$ cat src/rtl/reorder_bank_steer_pkg.sv
// Shared types and sizing helpers for the reorder ingress steering stage.
package reorder_pkg;

  typedef enum logic [1:0] {FILL, SEALED, DRAIN} bank_state_t;

  localparam int unsigned DefaultDw = 18;
  localparam int unsigned DefaultAw = 7;

  function automatic int unsigned depth_of(int unsigned aw);
    return 32'd1 << aw;
  endfunction

  function automatic int unsigned cnt_width(int unsigned aw);
    return aw + 1;
  endfunction

endpackage

$ cat src/rtl/reorder_bank_steer_if.sv
// Upstream word stream plus both bank FIFO write ports of the reorder ingress stage.
interface reorder_bank_steer_if #(
  parameter int unsigned DW = 18,
  parameter int unsigned AW = 7
);
  logic          in_vld;
  logic          in_rdy;
  logic [DW-1:0] in_data;
  logic [AW:0]   in_seq;
  logic          push_a;
  logic          push_b;
  logic [DW-1:0] data_a;
  logic [DW-1:0] data_b;
  logic [AW-1:0] offset_a;
  logic [AW-1:0] offset_b;
  logic          full_a;
  logic          full_b;
  logic          empty_a;
  logic          empty_b;
  logic          dup_err;

  modport master (
    output in_vld, in_data, in_seq, full_a, full_b, empty_a, empty_b,
    input  in_rdy, push_a, push_b, data_a, data_b, offset_a, offset_b, dup_err
  );

  modport slave (
    input  in_vld, in_data, in_seq, full_a, full_b, empty_a, empty_b,
    output in_rdy, push_a, push_b, data_a, data_b, offset_a, offset_b, dup_err
  );
endinterface

$ cat src/rtl/reorder_bank_steer_bank_ctl.sv
// One bank window: FILL/SEALED/DRAIN sequencing, offset bitmap, entry count and
// registered FIFO write port.
module reorder_bank_ctl
  import reorder_pkg::*;
#(
  parameter int unsigned DW = 18,
  parameter int unsigned AW = 7
) (
  input  logic          clk,
  input  logic          rst,
  input  logic          wr_en,
  input  logic [DW-1:0] wr_data,
  input  logic [AW-1:0] wr_off,
  input  logic          full,
  input  logic          empty,
  output logic          fill,
  output logic          push,
  output logic          dup,
  output logic [DW-1:0] data,
  output logic [AW-1:0] offset
);
  localparam int unsigned Depth = depth_of(AW);
  localparam int unsigned CntW  = cnt_width(AW);
  localparam logic [CntW-1:0] LastCnt = CntW'(Depth - 1);

  bank_state_t     state;
  logic [CntW-1:0] cnt;
  logic [Depth-1:0] bitmap;

  assign fill = (state == FILL);

  always_ff @(posedge clk) begin
    if (rst) begin
      state  <= FILL;
      cnt    <= '0;
      bitmap <= '0;
      push   <= 1'b0;
      dup    <= 1'b0;
      data   <= '0;
      offset <= '0;
    end else begin
      push <= 1'b0;
      dup  <= 1'b0;
      unique case (state)
        FILL: begin
          if (wr_en) begin
            if (bitmap[wr_off]) begin
              dup <= 1'b1;
            end else begin
              bitmap[wr_off] <= 1'b1;
              cnt            <= cnt + CntW'(1);
              push           <= 1'b1;
              data           <= wr_data;
              offset         <= wr_off;
              // Window is complete once every offset has been written once.
              if (cnt == LastCnt) state <= SEALED;
            end
          end
        end
        SEALED: begin
          if (full) state <= DRAIN;
        end
        DRAIN: begin
          if (empty && !full) begin
            state  <= FILL;
            cnt    <= '0;
            bitmap <= '0;
          end
        end
        default: state <= FILL;
      endcase
    end
  end

endmodule

$ cat src/rtl/reorder_bank_steer.sv
// Ingress steering: routes sequence-tagged words to bank A/B by the tag MSB.
module reorder_bank_steer
  import reorder_pkg::*;
#(
  parameter int unsigned DW = DefaultDw,
  parameter int unsigned AW = DefaultAw
) (
  input logic                 clk,
  input logic                 rst,
  reorder_bank_steer_if.slave bus
);
  logic          sel;
  logic [AW-1:0] off;
  logic          fill_a;
  logic          fill_b;
  logic          dup_a;
  logic          dup_b;
  logic          accept;

  assign sel        = bus.in_seq[AW];
  assign off        = bus.in_seq[AW-1:0];
  assign bus.in_rdy = sel ? fill_b : fill_a;
  assign accept     = bus.in_vld && bus.in_rdy;
  assign bus.dup_err = dup_a | dup_b;

  reorder_bank_ctl #(
    .DW (DW),
    .AW (AW)
  ) u_bank_a (
    .clk     (clk),
    .rst     (rst),
    .wr_en   (accept && !sel),
    .wr_data (bus.in_data),
    .wr_off  (off),
    .full    (bus.full_a),
    .empty   (bus.empty_a),
    .fill    (fill_a),
    .push    (bus.push_a),
    .dup     (dup_a),
    .data    (bus.data_a),
    .offset  (bus.offset_a)
  );

  reorder_bank_ctl #(
    .DW (DW),
    .AW (AW)
  ) u_bank_b (
    .clk     (clk),
    .rst     (rst),
    .wr_en   (accept && sel),
    .wr_data (bus.in_data),
    .wr_off  (off),
    .full    (bus.full_b),
    .empty   (bus.empty_b),
    .fill    (fill_b),
    .push    (bus.push_b),
    .dup     (dup_b),
    .data    (bus.data_b),
    .offset  (bus.offset_b)
  );

endmodule

$ cat src/flat_wrapper.sv
// flat-port wrapper written by rule: the top's interface ports become plain ports
module reorder_bank_steer_flat import reorder_pkg::*;
#(
  parameter int unsigned DW = DefaultDw,
  parameter int unsigned AW = DefaultAw
)
  (clk, rst, bus_in_vld, bus_in_data, bus_in_seq, bus_full_a, bus_full_b, bus_empty_a, bus_empty_b, bus_in_rdy, bus_push_a, bus_push_b, bus_data_a, bus_data_b, bus_offset_a, bus_offset_b, bus_dup_err);
  reorder_bank_steer_if #(.DW(DW), .AW(AW)) bus_i ();
  input logic clk;
  input logic rst;
  input wire logic [$bits(bus_i.in_vld)-1:0] bus_in_vld;
  input wire logic [$bits(bus_i.in_data)-1:0] bus_in_data;
  input wire logic [$bits(bus_i.in_seq)-1:0] bus_in_seq;
  input wire logic [$bits(bus_i.full_a)-1:0] bus_full_a;
  input wire logic [$bits(bus_i.full_b)-1:0] bus_full_b;
  input wire logic [$bits(bus_i.empty_a)-1:0] bus_empty_a;
  input wire logic [$bits(bus_i.empty_b)-1:0] bus_empty_b;
  output wire logic [$bits(bus_i.in_rdy)-1:0] bus_in_rdy;
  output wire logic [$bits(bus_i.push_a)-1:0] bus_push_a;
  output wire logic [$bits(bus_i.push_b)-1:0] bus_push_b;
  output wire logic [$bits(bus_i.data_a)-1:0] bus_data_a;
  output wire logic [$bits(bus_i.data_b)-1:0] bus_data_b;
  output wire logic [$bits(bus_i.offset_a)-1:0] bus_offset_a;
  output wire logic [$bits(bus_i.offset_b)-1:0] bus_offset_b;
  output wire logic [$bits(bus_i.dup_err)-1:0] bus_dup_err;
  assign bus_i.in_vld = bus_in_vld;
  assign bus_i.in_data = bus_in_data;
  assign bus_i.in_seq = bus_in_seq;
  assign bus_i.full_a = bus_full_a;
  assign bus_i.full_b = bus_full_b;
  assign bus_i.empty_a = bus_empty_a;
  assign bus_i.empty_b = bus_empty_b;
  assign bus_in_rdy = bus_i.in_rdy;
  assign bus_push_a = bus_i.push_a;
  assign bus_push_b = bus_i.push_b;
  assign bus_data_a = bus_i.data_a;
  assign bus_data_b = bus_i.data_b;
  assign bus_offset_a = bus_i.offset_a;
  assign bus_offset_b = bus_i.offset_b;
  assign bus_dup_err = bus_i.dup_err;
  reorder_bank_steer #(.DW(DW), .AW(AW)) u_core (.clk(clk), .rst(rst), .bus(bus_i));
endmodule
$ cat config.mk
export PLATFORM = sky130hd
export DESIGN_NAME = reorder_bank_steer_flat
export DESIGN_NICKNAME = d
export VERILOG_FILES = /design/src/rtl/reorder_bank_steer_pkg.sv /design/src/rtl/reorder_bank_steer_if.sv /design/src/rtl/reorder_bank_steer_bank_ctl.sv /design/src/rtl/reorder_bank_steer.sv /design/src/flat_wrapper.sv
export SDC_FILE = /design/constraint.sdc
export NUM_CORES = 1
export LEC_CHECK = 0
export ABC_AREA = 1
export CAP_MARGIN = 20
export CORE_MARGIN = 3
export CORE_UTILIZATION = 45
export DETAILED_ROUTE_END_ITERATION = 6
export GPL_ROUTABILITY_DRIVEN = 1
export PLACE_DENSITY_LB_ADDON = 0.05
export RECOVER_POWER = 50
export SLEW_MARGIN = 20
export SYNTH_ARGS = -nofsm -noshare
export SYNTH_HDL_FRONTEND = slang
export SYNTH_SLANG_ARGS = --single-unit
$ cat constraint.sdc
create_clock -name clk -period 3 [get_ports clk]
set_clock_uncertainty 0.15 [all_clocks]
set_input_delay 0.6 -clock clk [delete_from_list [all_inputs] [get_ports clk]]
set_output_delay 0.6 -clock clk [all_outputs]
set_load 0.005 [all_outputs]
# Word-level counts from Yosys, hierarchy flattened
# Index checks and enable logic that the tools add are counted.
totals:
  regBits: 330
  in_bits: 33
  word_cells: 103
classes:
  add_sub_neg: 2
  order_cmp: 2
  n_eq_ne: 16
  n_mux: 39
  bitwise: 9
  n_reduce_logical: 21
ops:
  columns: ["op", "count"]
  rows:
  - ["128-bit 2-to-1 mux", 6]
  - ["128-bit case mux with 2 select lines", 2]
  - ["128-bit OR", 2]
  - ["8-bit 2-to-1 mux", 6]
  - ["8-bit case mux with 2 select lines", 2]
  - ["2-bit 2-to-1 mux", 10]
  - ["2-bit inequality test (second input constant)", 10]
  - ["8-bit by 1-bit adder with 8-bit output (second input constant)", 2]
  - ["8-bit by 7-bit equality test with 1-bit output (second input constant)", 2]
  - ["1-bit binary-select mux with 7-bit select", 2]
  - ["2-bit case mux with 3 select lines", 2]
  - ["5-bit AND reduction", 2]
  - ["7-bit by 8-bit < comparator with 1-bit output (second input constant)", 1]
  - ["1-bit 2-to-1 mux", 8]
  - ["4-bit AND reduction", 2]
  - ["1-bit demux with 7-bit select", 1]
  - ["7-bit by 1-bit >= comparator with 1-bit output (second input constant)", 1]
  - ["1-bit logical AND", 6]
  - ["1-bit NOT", 6]
  - ["3-bit AND reduction", 2]
  - ["3-bit OR reduction", 2]
  - ["2-bit by 1-bit equality test with 1-bit output (second input constant)", 2]
  - ["2-bit equality test (second input constant)", 2]
  - ["2-bit zero test", 2]
  - ["3 further kinds", 6]

# Depth between registers and ports, before layout
# Gate-level depths: netlist (run 1).
logic_depth:
  word_depth: 8
  mapped_depth: 20
  mapped_depth_nobuf: 17

# By module
# From an unflattened synthesis (run 1), not the netlist that was laid out.
hier_totals:
  hier_cells: 2434
  area_unflattened_um2: 15514.9
by_module_without_submodules:
  columns: ["mod", "instances", "cells_each", "area_per_inst_um2"]
  rows:
  - ["reorder_bank_ctl", 2, 1213, 7741.2]
  - ["reorder_bank_steer", 1, 8, 32.5]

# Worst setup path after synthesis (run 1)
# Ideal clock, no wire load.
synth_timing:
  kind: "input port to flip-flop"
  startpoint: "in bus_in_seq[0]"
  endpoint: "reg u_core.u_bank_b.bitmap[33]"
  setup_ps: 71
  arrival_time_ps: 2462
  required_time_ps: 2779
  path_slack_ps: 317
  stages: 19
  n_path_buf: 6
  path_cell_list: "buf_4 buf_6 buf_6 buf_6 o211ai_1 nand2_1 nor2_1 nor2_1 nor2_1 nand2_1 nand2_1 nand2_1 nor2_2 nand2_2 nand2_4 buf_8 buf_12 nand2_2 a21oi_2"
synth_via:
  elab_chain_len: 8
synth_rtl:
  columns: ["element", "line", "rtl"]
  rows:
  - ["start: declaration", "flat_wrapper.sv:13", "input wire logic [$bits(bus_i.in_seq)-1:0] bus_in_seq;"]
  - ["7-bit by 8-bit < comparator with 1-bit output (not written as such) or 7-bit by 1-bit >= comparator with 1-bit output (tied branches)", "reorder_bank_steer_bank_ctl.sv:50", "bitmap[wr_off] <= 1'b1;"]
  - ["1-bit logical AND (not written as such)", "reorder_bank_steer_bank_ctl.sv:50", null]
  - ["1-bit 2-to-1 mux (not written as such)", "reorder_bank_steer_bank_ctl.sv:50", null]
  - ["1-bit demux with 7-bit select", "reorder_bank_steer_bank_ctl.sv:50", null]
  - ["128-bit OR (no line)", null, null]
  - ["128-bit 2-to-1 mux", "reorder_bank_steer_bank_ctl.sv:47", "if (bitmap[wr_off]) begin"]
  - ["128-bit 2-to-1 mux", "reorder_bank_steer_bank_ctl.sv:46", "if (wr_en) begin"]
  - ["128-bit case mux with 2 select lines", "reorder_bank_steer_bank_ctl.sv:44", "unique case (state)"]
  - ["end signal: assignment", "reorder_bank_steer_bank_ctl.sv:36", "bitmap <= '0;"]
  - ["end signal: indexed assignment", "reorder_bank_steer_bank_ctl.sv:50", null]
  - ["end signal: assignment", "reorder_bank_steer_bank_ctl.sv:67", "bitmap <= '0;"]
  - ["end: declaration", "reorder_bank_steer_bank_ctl.sv:28", "logic [Depth-1:0] bitmap;"]
# Several ways; a longest one is shown, not always the timed one. The select of a mux whose other input is x is not followed.
# A chain may end at the register's enable or synchronous reset.

# Worst setup path after layout (run 1)
layout_timing:
  startpoint: "in bus_in_seq[2]"
  endpoint: "reg u_core.u_bank_a.bitmap[119]"
layout_via:
  elab_chain_len: 8
layout_rtl:
  columns: ["element", "line"]
  rows:
  - ["7-bit by 8-bit < comparator with 1-bit output (not written as such) or 7-bit by 1-bit >= comparator with 1-bit output (tied branches)", "reorder_bank_steer_bank_ctl.sv:50"]
  - ["1-bit logical AND (not written as such)", "reorder_bank_steer_bank_ctl.sv:50"]
  - ["1-bit 2-to-1 mux (not written as such)", "reorder_bank_steer_bank_ctl.sv:50"]
  - ["1-bit demux with 7-bit select", "reorder_bank_steer_bank_ctl.sv:50"]
  - ["128-bit OR (no line)", null]
  - ["128-bit 2-to-1 mux", "reorder_bank_steer_bank_ctl.sv:47"]
  - ["128-bit 2-to-1 mux", "reorder_bank_steer_bank_ctl.sv:46"]
  - ["128-bit case mux with 2 select lines", "reorder_bank_steer_bank_ctl.sv:44"]
  - ["end signal: assignment", "reorder_bank_steer_bank_ctl.sv:36"]
  - ["end signal: indexed assignment", "reorder_bank_steer_bank_ctl.sv:50"]
  - ["end signal: assignment", "reorder_bank_steer_bank_ctl.sv:67"]
  - ["end: declaration", "reorder_bank_steer_bank_ctl.sv:28"]
# Several ways; a longest one is shown, not always the timed one. The select of a mux whose other input is x is not followed.

==> results of run 1 <==
[what timing repair did]
item / 4_1_cts / 5_1_grt
endpoints found under the setup margin: 243 / 325
resized for setup: 9 / 7
hold endpoints to repair: 0 / 0
pin swaps: 3 / 3
buffers inserted: 1 / 1
cloned: 1 / 1
[synthesized netlist by cell type (all sizes together)]
cell / count
nand2: 519
nor2: 399
dfxtp: 330
a21oi: 292
inv: 229
nand3: 83
buf: 71
o21ai: 68
o211ai: 54
clkbuf: 52
nor3: 6
xor2: 6
ha: 2
nand4: 2
or2: 2
nor4: 1
o31ai: 1
[flip-flops by register name, summed over array words and instances (netlist names)]
register	cells
u_core.u_bank_b.push	1
u_core.u_bank_b.bitmap	128
u_core.u_bank_a.cnt	8
u_core.u_bank_a.bitmap	128
u_core.u_bank_b.dup	1
u_core.u_bank_a.offset	7
u_core.u_bank_a.push	1
u_core.u_bank_b.state	2
u_core.u_bank_a.data	18
u_core.u_bank_b.offset	7
u_core.u_bank_a.state	2
u_core.u_bank_b.cnt	8
u_core.u_bank_b.data	18
u_core.u_bank_a.dup	1
[report_power, final]
| part | internal (mW) | switching [mW] | leakage [nW] | total [mW] |
|---|---|---|---|---|
| sequential | 4.46 | 0.0337 | 2.67 | 4.49 |
| clock | 2.66 | 1.81 | 0.595 | 4.47 |
| combinational | 0.448 | 0.679 | 3.96 | 1.13 |
| total | 7.56 | 2.52 | 7.22 | 10.1 |
[critical path: stages]
cell	delay, ns
dlygate4sd2_1	0.27
buf_4	0.17
nor2_4	0.05
buf_12	0.17
buf_4	0.15
nand3_1	0.07
nand2_1	0.06
nor2_1	0.11
nor2_1	0.07
nor2_2	0.21
nand2_1	0.08
nand2_1	0.06
nand2_1	0.06
nor2_2	0.15
nand2_2	0.13
nand2_8	0.16
buf_6	0.26
nand2_1	0.08
a21oi_1	0.15
[how the worst min path moves through the flow]
stage	from	to	slack [ns]	depth (start not counted)
2_1_floorplan	u_core.u_bank_b.bitmap[39]$_SDFFE_PP0P_	u_core.u_bank_b.bitmap[39]$_SDFFE_PP0P_	0.28	2
3_3_place_gp	u_core.u_bank_a.bitmap[124]$_SDFFE_PP0P_	u_core.u_bank_a.bitmap[124]$_SDFFE_PP0P_	0.29	2
6_report	bus_in_seq[1]	u_core.u_bank_b.offset[1]$_SDFFE_PP0P_	0.28	3
3_5_place_dp	u_core.u_bank_a.bitmap[36]$_SDFFE_PP0P_	u_core.u_bank_a.bitmap[36]$_SDFFE_PP0P_	0.30	2
4_1_cts	u_core.u_bank_a.bitmap[124]$_SDFFE_PP0P_	u_core.u_bank_a.bitmap[124]$_SDFFE_PP0P_	0.31	2
5_1_grt	bus_in_seq[1]	u_core.u_bank_b.offset[1]$_SDFFE_PP0P_	0.31	3
[layout make-up]
cell class | instances | area, um^2 | share of cell area
repair buffers | 206 | 2220 | 0.124
clock inverters | 14 | 126 | 0.00705
well taps | 435 | 544 | 0.0304
multi-input cells | 1435 | 6500 | 0.363
inverters | 229 | 862 | 0.0481
clock buffers | 49 | 1060 | 0.0593
flip-flops and latches | 330 | 6610 | 0.369
[logic make-up after synthesis]
kind of cell / Yosys count / synth area share
AOI/OAI and AO/OA: 415 / 0.162
xor gates and xnor gates: 6 / 0.00360
adders and majority gates: 2 / 0.00171
buffers and inverters: 352 / 0.104
DFF: 330 / 0.452
and+or+nand+nor: 1012 / 0.277
[per-layer routing]
| metal | vias to the layer above | share of wire | GRT usage |
|---|---|---|---|
| met3 | 84 | 0.065 | 0.0379 |
| met4 | 0 | 0.024 | 0.0667 |
| met2 | 421 | 0.45 | 0.406 |
| met5 | - | 0 | 0 |
| li1 | 6906 | - | - |
| met1 | 6314 | 0.46 | 0.338 |
==> results.md, run 1 <==
- Outcome: finished, final reports clean
- CTS max path bufs: 3
- Buffers on Ports: 86
- Most frequent cells in the layout: nand2_1, nor2_1, dfxtp_1
- Pin count of the biggest net entering global routing: 65
- Maximum vdd drop: 0.360 mV
- Final wirelength: ~43000 um
- CTS Sinks: 330
- Die Wd: 186 um
- Critical path peak fanout: 26
- Pwr dens: ~560 nW/um^2
- Yosys top cell area share: 0.452
- Static leakage: around 7.2 nW
- Top-Level Pins: 87
- H-tree depth: 2
- Reg-to-Reg Start: u_core.u_bank_b.bitmap[45]$_SDFFE_PP0P_
- GPL Wtd Cong: 0.840
- Full die area: 34700 um^2
- Max-cap violations: 0
- Post-Place Cells: roughly 2600
- Worst-path clk slew: 0.06 ns
- Relative slew slack: 0.692
- Vias: 13725
- Pre-CTS setup slack: -0.740 ns
- Drt wl/cell: 16.0 um
- CP Launch Type: input port
- Initial Util: 0.459
- DRT iter0 DRCs: 943
- Netlist cell types: 26
- Core footprint: ~32000 um^2
- Final Power: 10.1 mW
- Syn_area_per_cell: 6.90 um^2
- Max Slew Vio Count: 0
- Area leader, netlist: dfxtp_1
- Final min period: 2.79 ns
- Critical path data required time: between 3 and 4 ns
- CP Capture Type: register
- CP startpoint: bus_in_seq[2]
- Hold slack: 0.283 ns
- Number of detailed-route iterations in the first pass: 6
- Grt total ovfl: 0
- Global-route wire length before repair: 68400 um
- RSZ-0062 raised after global routing: false
- Yosys reg bits: 330
- Yosys warns: 0
- TNS Setup: 0 ns
- GRT Util Overall: 0.246
- CTS Buf Count: 38
- Hold buffer count at cts: 0
- Worst EP arrival: 3.08 ns
- Fmax: 358 MHz
- R2R depth: 17
- Root Driver: clkbuf_16
- Rows: 65
- Top cells by area, synth: dfxtp_1, nand2_1, nor2_1, a21oi_1, inv_1
- Final hold violation count: 0
- FILL cells: ~3100
- Fin util: 0.564
- R2r setup slk: 0.60 ns
- Class of the worst hold path: input port to register
- Area Overhead vs Synth: 22.7%
- Final HPWL DP: 28200 um
- Final cell count without fillers: 2698
- Fraction of layout cells with a size suffix above 1: 0.114
- TritonCTS clock tree: yes
- Cell count after synthesis: 2117
- Ant diodes: 0
- Synthesized area: roughly 15000 um^2
- Worst slew pin tran: 0.461 ns
- Critical Path Sink: u_core.u_bank_a.bitmap[119]$_SDFFE_PP0P_
- # DRC: 0
- Type of the worst setup path: input port to register
- Period utilization: 0.931
- Design area: 17900 um^2
- Mean number of vias per cell: 5.09
- Clock Latency Late Sink: 0.52 ns
- Sequential area share after synthesis: 0.452
- Layout net count: 2275
- Vert. Die Dim: around 190 um
- Vias in the first global route: between 10000 and 15000
- Final Setup Violations: 0
- Routed Antenna Nets: 0
- Final Worst Setup Slack: a little over 0.2 ns
- Placement Cell Area: 16700 um^2
- Initial antenna violation count: 0
- Commonest non-fill, non-tap cell in the layout: nand2_1
- Worst r2r dst: u_core.u_bank_b.bitmap[86]$_SDFFE_PP0P_
- Mapped Nets: 2152
(Power assumes the default switching activity.)
==> run 2: changes to the inputs <==
--- a/config.mk
+++ b/config.mk
@@ -11,7 +11,6 @@
 export CORE_UTILIZATION = 45
 export DETAILED_ROUTE_END_ITERATION = 6
 export GPL_ROUTABILITY_DRIVEN = 1
-export PLACE_DENSITY_LB_ADDON = 0.05
 export RECOVER_POWER = 50
 export SLEW_MARGIN = 20
 export SYNTH_ARGS = -nofsm -noshare
==> constraint.sdc (replaced) <==
create_clock -name clk -period 2.9 [get_ports clk]
set_clock_uncertainty 0.15 [all_clocks]
set_input_delay 0.58 -clock clk [delete_from_list [all_inputs] [get_ports clk]]
set_output_delay 0.58 -clock clk [all_outputs]
set_load 0.005 [all_outputs]
==> results.md, run 2 (synthesized netlist as in run 1, its figures left out) <==
- GPL Wtd Cong: 0.845 (was 0.840)
- Clock Latency Late Sink: 0.52 ns (about the same)
- Hold path endpoint: u_core.u_bank_b.offset[2]$_SDFFE_PP0P_ (was u_core.u_bank_b.offset[1]$_SDFFE_PP0P_)
- Fin util: 0.565 (was 0.564)
- Max-cap violations: 0 (unchanged)
- H-tree depth: 2 (unchanged)
- Commonest non-fill, non-tap cell in the layout: nand2_1 (unchanged)
- Routed Antenna Nets: 0 (unchanged)
- Vias: 13794 (was 13725)
- Final Power: 10.4 mW (was 10.1 mW)
- Die Wd: 186 um (unchanged)
- Area of the multi-input gates: 6560 um^2 (was 6500 um^2)
- Pwr dens: 579 nW/um^2 (was 563 nW/um^2)
- DRT iter0 DRCs: 881 (was 943)
- Final cell count without fillers: 2694 (was 2698)
- # DRC: 0 (unchanged)
- Worst-path clk slew: 0.05 ns (was 0.06 ns)
- Root Driver: clkbuf_16 (unchanged)
- Final HPWL DP: 27400 um (was 28200 um)
- Most frequent cells in the layout: nand2_1, nor2_1, dfxtp_1 (unchanged)
- Core footprint: 31800 um^2 (unchanged)
- FILL cells: 3097 (was 3130)
- Pre-CTS setup slack: -0.836 ns (was -0.740 ns)
- Grt total ovfl: 0 (unchanged)
- Outcome: finished, final reports clean (unchanged)
- Pin count of the biggest net entering global routing: 65 (unchanged)
- R2r setup slk: 0.49 ns (was 0.60 ns)
- TritonCTS clock tree: yes (unchanged)
- Maximum vdd drop: 0.357 mV (was 0.360 mV)
- Critical path data required time: 3.15 ns (was 3.29 ns)
- Worst slew pin tran: 0.550 ns (was 0.461 ns)
- Full die area: 34700 um^2 (unchanged)
- GRT Util Overall: 0.249 (was 0.246)
- CTS max path bufs: 3 (unchanged)
- Relative slew slack: 0.632 (was 0.692)
- Final hold violation count: 0 (unchanged)
- Placement Cell Area: 16500 um^2 (was 16700 um^2)
- CTS Buf Count: 38 (unchanged)
- Type of the worst setup path: input port to register (unchanged)
- Reg-to-Reg Start: u_core.u_bank_a.bitmap[37]$_SDFFE_PP0P_ (was u_core.u_bank_b.bitmap[45]$_SDFFE_PP0P_)
- Global-route wire length before repair: 69100 um (was 68400 um)
- Worst EP arrival: 3.08 ns (about the same)
- Fraction of layout cells with a size suffix above 1: 0.120 (was 0.114)
- Vert. Die Dim: 186 um (unchanged)
- Fmax: around 350 MHz
- Vias in the first global route: 13225 (was 13050)
- Register area: 6610 um^2 (unchanged)
- Hold Path Depth: 3 (unchanged)
- CP Launch Type: input port (unchanged)
- Hold wc startpoint: bus_in_seq[2] (was bus_in_seq[1])
- Initial Util: 0.459 (unchanged)
- Number of detailed-route iterations in the first pass: 5 (was 6)
- Final wirelength: 43700 um (was 43100 um)
- Max Slew Vio Count: 0 (unchanged)
- Final min period: roughly 2.8 ns
- Layout net count: 2270 (was 2275)
- RSZ-0062 raised after global routing: false (unchanged)
- R2R depth: 18 (was 17)
- Critical path peak fanout: 8 (was 26)
- Post-Place Cells: 2618 (was 2631)
- Hold buffer count at cts: 0 (unchanged)
- Area Overhead vs Synth: 23.0% (was 22.7%)
- Static leakage: 7.20 nW (was 7.22 nW)
- Largest registers: u_core.u_bank_a.bitmap (128), u_core.u_bank_b.bitmap (128) (unchanged)
- Buffers on Ports: 86 (unchanged)
- Worst r2r dst: u_core.u_bank_a.bitmap[61]$_SDFFE_PP0P_ (was u_core.u_bank_b.bitmap[86]$_SDFFE_PP0P_)
- Drt wl/cell: 16.2 um (was 16.0 um)
- Mean number of vias per cell: 5.12 (was 5.09)
- Final Setup Violations: 0 (unchanged)
- Rows: 65 (unchanged)
- CTS Sinks: 330 (unchanged)
- Period utilization: 0.973
- Ant diodes: 0 (unchanged)
- Design area: 18000 um^2 (was 17900 um^2)
- Final Worst Setup Slack: 0.0781 ns (was 0.206 ns)
- Top-Level Pins: 87 (unchanged)
- Initial antenna violation count: 0 (unchanged)
- CP Capture Type: register (unchanged)
- Class of the worst hold path: input port to register (unchanged)
[run 2: final cells by class]
class	count	share of cell area
clock buffers	60	0.0655
flip-flops and latches	330	0.368
well taps	435	0.0303
repair buffers	201	0.122
clock inverters	4	0.00125
multi-input cells	1435	0.365
inverters	229	0.0482
[run 2: per-layer routing]
layer  vias up  share of wire  GRT usage
met5         -              0          0
met4         0          0.027     0.0718
met3        83          0.071     0.0436
met2       424           0.46      0.418
met1      6390           0.44      0.331
li1       6897              -          -
[run 2: what timing repair did]
item | in CTS | in global routing
resized for setup | 22 | 12
setup endpoints to repair | 325 | 141
pin swaps | 4 | 3
gates cloned | 3 | 2
setup buffers | 6 | 1
[run 2: worst max-delay path, stage by stage]
cell and delay [ns]:
clkdlybuf4s50_1 0.57, inv_1 0.13, nor2_1 0.18, inv_2 0.12, buf_4 0.16, nor2_1 0.17, nor2_1 0.07, nand2_1 0.08
nand2_1 0.10, nand2_2 0.11, nor2_4 0.05, nand2_2 0.12, nand2_8 0.12, buf_12 0.15, buf_4 0.16, a21oi_1 0.14
nor2_1 0.05
[run 2: per-stage QoR]
stage | setup TNS [ns] | hold slack (ns)
after CTS | 0 | 0.305
after global routing | 0 | 0.317
final | 0 | 0.299
after detailed placement | -229.38 | 0.297
after global placement | -222.91 | 0.293
after floorplan | 0 | 0.281
[run 2: worst max path at each step]
stage,slack (ns),end,cells past startpoint,from
detailed placement,-0.84,u_core.u_bank_a.bitmap[118]$_SDFFE_PP0P_,18,bus_in_seq[2]
finish,0.08,u_core.u_bank_b.bitmap[0]$_SDFFE_PP0P_,17,bus_in_seq[3]
CTS,0.06,u_core.u_bank_b.bitmap[0]$_SDFFE_PP0P_,17,bus_in_seq[3]
floorplan,0.24,u_core.u_bank_b.bitmap[33]$_SDFFE_PP0P_,19,bus_in_seq[0]
global placement,-0.78,u_core.u_bank_a.bitmap[112]$_SDFFE_PP0P_,18,bus_in_seq[2]
global route,0.01,u_core.u_bank_a.state[1]$_SDFFE_PP0P_,19,bus_in_seq[3]
[run 2: report_power, final]
group / leakage, nW / switching (mW) / total, mW / internal, mW
sequential: 2.67 / 0.0354 / 4.65 / 4.61
clock: 0.588 / 1.82 / 4.58 / 2.77
combinational: 3.94 / 0.715 / 1.19 / 0.471
